===== src/rtl/stage_4_mem_pkg.sv =====
// Shared definitions for the EX->MEM and MEM->WB pipeline buses.
// stage_3_EX, stage_4_mem and the WB stage all pack and unpack these buses
// with the offsets below, so a layout change only has to be made here.
//   stage_3_to_4 : {rf_we, dest, res_from_mem, pc}
//   stage_4_to_5 : {rf_we, dest, final_result, pc}
package stage_4_mem_pkg;

    localparam int DATA_W     = 32;
    localparam int REG_ADDR_W = 5;

    localparam int ST34_W = 1 + REG_ADDR_W + 1 + DATA_W;       // 39
    localparam int ST45_W = 1 + REG_ADDR_W + DATA_W + DATA_W;  // 70

    // stage_3_to_4 field offsets (LSB of each field)
    localparam int ST34_PC_LSB    = 0;
    localparam int ST34_RFM_BIT   = DATA_W;                    // 32
    localparam int ST34_DEST_LSB  = DATA_W + 1;                // 33
    localparam int ST34_RFWE_BIT  = DATA_W + 1 + REG_ADDR_W;   // 38

    // stage_4_to_5 field offsets (LSB of each field)
    localparam int ST45_PC_LSB    = 0;
    localparam int ST45_RES_LSB   = DATA_W;                    // 32
    localparam int ST45_DEST_LSB  = 2 * DATA_W;                // 64
    localparam int ST45_RFWE_BIT  = 2 * DATA_W + REG_ADDR_W;   // 69

endpackage


===== src/rtl/stage_4_mem_rdata_hold.sv =====
// mem_rdata_hold: skid register for synchronous data-SRAM read data.
// The SRAM only presents the load word during the first cycle an instruction
// sits in MEM. If WB stalls that cycle, the word is captured here and served
// until the instruction leaves.
// Ports:
//   clk, reset   clock, synchronous active-high reset
//   first        first cycle of the current instruction in MEM
//   valid        MEM holds a valid instruction
//   allow_out    downstream (WB) accepts this cycle
//   rdata_in     live SRAM read data
//   rdata_out    held word when a capture is active, else live data
module mem_rdata_hold
    import stage_4_mem_pkg::*;
(
    input  logic              clk,
    input  logic              reset,
    input  logic              first,
    input  logic              valid,
    input  logic              allow_out,
    input  logic [DATA_W-1:0] rdata_in,
    output logic [DATA_W-1:0] rdata_out
);

    logic              hold_valid_q, hold_valid_d;
    logic [DATA_W-1:0] rdata_hold_q, rdata_hold_d;

    always_comb begin
        hold_valid_d = hold_valid_q;
        rdata_hold_d = rdata_hold_q;
        // Leaving takes priority: a new instruction entering behind it must
        // see live SRAM data, not the previous instruction's word.
        if (valid && allow_out) begin
            hold_valid_d = 1'b0;
        end else if (first && valid && !allow_out) begin
            hold_valid_d = 1'b1;
            rdata_hold_d = rdata_in;
        end
    end

    always_ff @(posedge clk) begin
        if (reset) begin
            hold_valid_q <= 1'b0;
            rdata_hold_q <= '0;
        end else begin
            hold_valid_q <= hold_valid_d;
            rdata_hold_q <= rdata_hold_d;
        end
    end

    assign rdata_out = hold_valid_q ? rdata_hold_q : rdata_in;

endmodule


===== src/rtl/stage_4_mem.sv =====
// stage_4_mem: MEM stage of the 5-stage in-order core.
// Latches the EX payload and ALU result, picks load data or ALU result as the
// write-back value, forwards it to WB and publishes bypass info to ID.
// Ports:
//   clk, reset        clock, synchronous active-high reset
//   valid_3           EX holds a valid instruction
//   allow_4           MEM can accept this cycle
//   valid_4           MEM holds a valid instruction
//   allow_5           WB can accept this cycle
//   stage_3_to_4      {rf_we, dest, res_from_mem, pc}
//   alu_result        EX ALU result
//   data_sram_rdata   SRAM read data (valid first MEM cycle of a load)
//   stage_4_to_5      {rf_we, dest, final_result, pc}
//   fwd_we_4/dest/data bypass to ID
module stage_4_mem
    import stage_4_mem_pkg::*;
(
    input  logic                  clk,
    input  logic                  reset,
    input  logic                  valid_3,
    output logic                  allow_4,
    output logic                  valid_4,
    input  logic                  allow_5,
    input  logic [ST34_W-1:0]     stage_3_to_4,
    input  logic [DATA_W-1:0]     alu_result,
    input  logic [DATA_W-1:0]     data_sram_rdata,
    output logic [ST45_W-1:0]     stage_4_to_5,
    output logic                  fwd_we_4,
    output logic [REG_ADDR_W-1:0] fwd_dest_4,
    output logic [DATA_W-1:0]     fwd_data_4
);

    logic                  valid_4_q, valid_4_d;
    logic                  first_4_q, first_4_d;
    logic                  rf_we_q, rf_we_d;
    logic [REG_ADDR_W-1:0] dest_q, dest_d;
    logic                  res_from_mem_q, res_from_mem_d;
    logic [DATA_W-1:0]     pc_q, pc_d;
    logic [DATA_W-1:0]     alu_r_q, alu_r_d;

    logic                  ready_go_4;
    logic [DATA_W-1:0]     mem_data;
    logic [DATA_W-1:0]     final_result;

    assign ready_go_4 = 1'b1;
    assign allow_4    = !valid_4_q || (ready_go_4 && allow_5);

    always_comb begin
        valid_4_d      = valid_4_q;
        rf_we_d        = rf_we_q;
        dest_d         = dest_q;
        res_from_mem_d = res_from_mem_q;
        pc_d           = pc_q;
        alu_r_d        = alu_r_q;
        // first_4 is only high in the cycle right after an accepted entry.
        first_4_d      = 1'b0;
        if (allow_4) begin
            valid_4_d = valid_3;
            if (valid_3) begin
                rf_we_d        = stage_3_to_4[ST34_RFWE_BIT];
                dest_d         = stage_3_to_4[ST34_DEST_LSB +: REG_ADDR_W];
                res_from_mem_d = stage_3_to_4[ST34_RFM_BIT];
                pc_d           = stage_3_to_4[ST34_PC_LSB +: DATA_W];
                alu_r_d        = alu_result;
                first_4_d      = 1'b1;
            end
        end
    end

    always_ff @(posedge clk) begin
        if (reset) begin
            valid_4_q      <= 1'b0;
            first_4_q      <= 1'b0;
            rf_we_q        <= 1'b0;
            dest_q         <= '0;
            res_from_mem_q <= 1'b0;
            pc_q           <= '0;
            alu_r_q        <= '0;
        end else begin
            valid_4_q      <= valid_4_d;
            first_4_q      <= first_4_d;
            rf_we_q        <= rf_we_d;
            dest_q         <= dest_d;
            res_from_mem_q <= res_from_mem_d;
            pc_q           <= pc_d;
            alu_r_q        <= alu_r_d;
        end
    end

    mem_rdata_hold u_rdata_hold (
        .clk       (clk),
        .reset     (reset),
        .first     (first_4_q),
        .valid     (valid_4_q),
        .allow_out (allow_5),
        .rdata_in  (data_sram_rdata),
        .rdata_out (mem_data)
    );

    // Full-word loads only; no sub-word extension happens in this stage.
    assign final_result = res_from_mem_q ? mem_data : alu_r_q;

    assign valid_4      = valid_4_q;
    assign stage_4_to_5 = {rf_we_q & valid_4_q, dest_q, final_result, pc_q};

    // Gated by valid_4 only: a stalled instruction is still forwarded.
    // r0 writes are never forwarded.
    assign fwd_we_4   = valid_4_q && rf_we_q && (dest_q != '0);
    assign fwd_dest_4 = dest_q;
    assign fwd_data_4 = final_result;

endmodule


===== config.mk =====
export PLATFORM = sky130hd
export DESIGN_NAME = stage_4_mem
export DESIGN_NICKNAME = d
export VERILOG_FILES = /design/src/rtl/stage_4_mem_pkg.sv /design/src/rtl/stage_4_mem_rdata_hold.sv /design/src/rtl/stage_4_mem.sv
export SDC_FILE = /design/constraint.sdc
export NUM_CORES = 1
export LEC_CHECK = 0
export ABC_AREA = 1
export BUFFER_PORTS_ARGS = -buffer_cell sky130_fd_sc_hd__buf_2
export CAP_MARGIN = 40
export CORE_ASPECT_RATIO = 0.75
export CORE_UTILIZATION = 53
export DETAILED_ROUTE_END_ITERATION = 7
export MAX_ROUTING_LAYER = met4
export PLACE_DENSITY = 0.86
export REMOVE_ABC_BUFFERS = 1
export SLEW_MARGIN = 20
export SYNTH_ARGS = -nofsm -noshare
export SYNTH_HDL_FRONTEND = slang
export SYNTH_HIERARCHICAL = 1
export SYNTH_SLANG_ARGS = --single-unit

===== constraint.sdc =====
create_clock -name clk -period 2.8 [get_ports clk]
set_input_delay 0.84 -clock clk [delete_from_list [all_inputs] [get_ports clk]]
set_output_delay 0.84 -clock clk [all_outputs]
set_load 0.02 [all_outputs]

==> out/metrics.csv <==
metric,value,unit
Final Hold Fails,0,
Yosys cell types,18,
Synth Flop Type,dfxtp_1,
CTS tree,built,
syn avg cell area,6.75,µm²
NumNets Final,1081,
total iterations of the first detailed-routing run,5,
antenna fix cells,0,
Die Ht,91.2,µm
Final Skew,0.00614,ns
commonest cells in the netlist,"172 x nand2_1, 138 x nor2_1, 109 x inv_1, 106 x dfxtp_1, 73 x a21oi_1",
Final min period,2.57,ns
Max Slew Vio Count,0,
CP Class,reg -> out,
total power,3710,µW
crit path max fanout,21,
Storage cell area,2120,µm²
GR Overflow Total,0,
fraction of registers with async set/reset,0,%
DIE WIDTH,121,µm
"Seq/Total Area, Yosys",37.8,%
synth-to-layout area growth,18.6,%
Rel. slew slack,61.6,%
CORE AREA,10300,µm²
register bit count reported by yosys,106,
I/O pin cnt,217,
DRC violations left,0,
Row Count,32,
clock slew at reported path FFs,0.07,ns
Synth Instances,833,
startpoint types,flop,
fin crit share,91.7,%
pwr/cell area,557,nW/µm²
largest net degree at the start of global routing,145,
cts bufs inserted,9,
layout cells sized above 1,28.4,%
Area contributors post-synth,"dfxtp_1 38%, nand2_1 11%, nor2_1 9.2%",
first-pass GRT wire length,21600,µm
GPL Wtd Cong,0.783,
crit end category,output pin,
antenna violation net count after detailed routing,0,
initial core utilization,54.6,%
RSZ-0062 raised after global routing,no,
Post-DP HPWL,8720,µm
vias in the first global route,4680,
yosys warns,6,
worst slew pin tran,0.576,ns
Skew-Pair Late Insertion Delay,0.33,ns
worst vdd ir,311,µV
most frequent cell after synthesis,nand2_1,
Worst EP required,1.96,ns
f_max,0.390,GHz
PortBufs,216,
Final WS setup,0.233,ns
setup violators final,0,
placed inst area,6370,µm²
Max clock buf depth,2,
# H-tree levels,3,
initial DRC count,358,
min-delay worst type,reg -> reg,
pre-CTS setup slack,0.388,ns
setup bufs post-CTS,0,
CP arrival,1.73,ns
outcome,"complete, no violations",
Die Area,11000,µm²
Post-Syn Area,5620,µm²
via total after detailed routing,5376,
drt via density,4.82,
All-Layer GR Usage,24.8,%
Pleak,0.00387,µW
Clock Sinks,106,
clock root buffer,clkbuf_16,
fin area,6670,µm²
antenna violations before repair,0,
wire length per cell,11.8,µm
fillcell total,921,
routed wire length,13200,µm
multi-input logic area,2430,µm²
Post-synth EDFFs,0,
Yosys top cell by area,dfxtp_1,
top cell type's share of synthesized area,37.8,%
Max-cap violations,0,
[registers in the layout, indices dropped and copies added (netlist names)]
register                   count
alu_r_q                       32
pc_q                          32
u_rdata_hold/rdata_hold_q     32
fwd_dest_4                     5
first_4_q                      1
res_from_mem_q                 1
rf_we_q                        1
u_rdata_hold/hold_valid_q      1
valid_4                        1
[cell families (layout without fill, tap and decap cells)]
logic type / Yosys count / after routing / share of synthesized area (%)
DFF: 106 / 106 / 37.8
and+or+nand+nor: 384 / 384 / 27.4
buffers and inverters: 206 / 352 / 19.0
muxes: 32 / 32 / 6.41
AOI/OAI and AO/OA: 105 / 105 / 9.35
[cell usage in the layout (no fill, tap or decap)]
cell type / count
buf_2: 215
dfxtp_1: 105
inv_6: 2
buf_12: 6
clkinvlp_4: 1
o21ai_0: 32
buf_4: 5
nand2_1: 172
nor2_1: 138
nand2_4: 1
inv_1: 108
clkbuf_8: 2
nand3_2: 1
mux2_2: 32
dfxtp_2: 1
clkbuf_16: 9
nand3_1: 71
a21oi_1: 73
clkinv_4: 1
nand3b_1: 1
inv_4: 1
inv_2: 1
clkbuf_1: 1
[what timing repair did]
item,4_1_cts,5_1_grt
setup endpoints to repair,0,1
hold buffers,0,0
hold endpoints to repair,0,0
gates resized for setup,0,2
[routing by layer]
metal  share of wire (%)  routed length [µm]  vias to the layer above  global-route usage [%]
met5                   0                   0                        -                       -
met4                0.83                 110                        0                    5.25
met3                 7.0                 924                       12                    4.33
met2                  46                6090                      201                    40.9
met1                  46                6070                     2361                    31.7
li1                    -                   -                     2802                       -
[power by group]
group | internal (µW) | switching, µW | total (µW)
clock | 661 | 550 | 1210
combinational | 328 | 518 | 846
sequential | 1600 | 54.7 | 1660
total | 2590 | 1120 | 3710
[stage by stage]
stage	TNS (ns)	cells	util [%]	hold slack, ns
floorplan	-0.189	737	-	0.448
global placement	0	1099	61.9	0.454
detailed placement	0	1099	61.9	0.464
CTS	0	1115	64.8	0.482
global route	0	1115	64.8	0.504
finish	0	1115	64.8	0.474
[critical path, cell delays in order (launching register included)]
cell and delay [ns]:
dfxtp_2 0.60, buf_12 0.24, mux2_2 0.38, buf_2 0.17
[area by class of cell]
class | count | share of cell area (%)
Sequential cell | 106 | 31.9
Tap cell | 136 | 2.55
Inverter | 110 | 6.23
Clock inverter | 4 | 0.507
Clock buffer | 12 | 3.85
Multi-Input combinational cell | 521 | 36.5
Timing Repair Buffer | 226 | 18.5
[path summary, 6_finish.rpt]
path	to	cells after the start	slack [ns]	from
setup / recovery	stage_4_to_5[52]	3	0.23	res_from_mem_q
hold / removal	pc_q[25]	2	0.47	pc_q[25]
setup reg to reg	pc_q[19]	5	1.36	valid_4
hold reg to reg	pc_q[25]	2	0.47	pc_q[25]
Power figures use the tool's default switching activity.
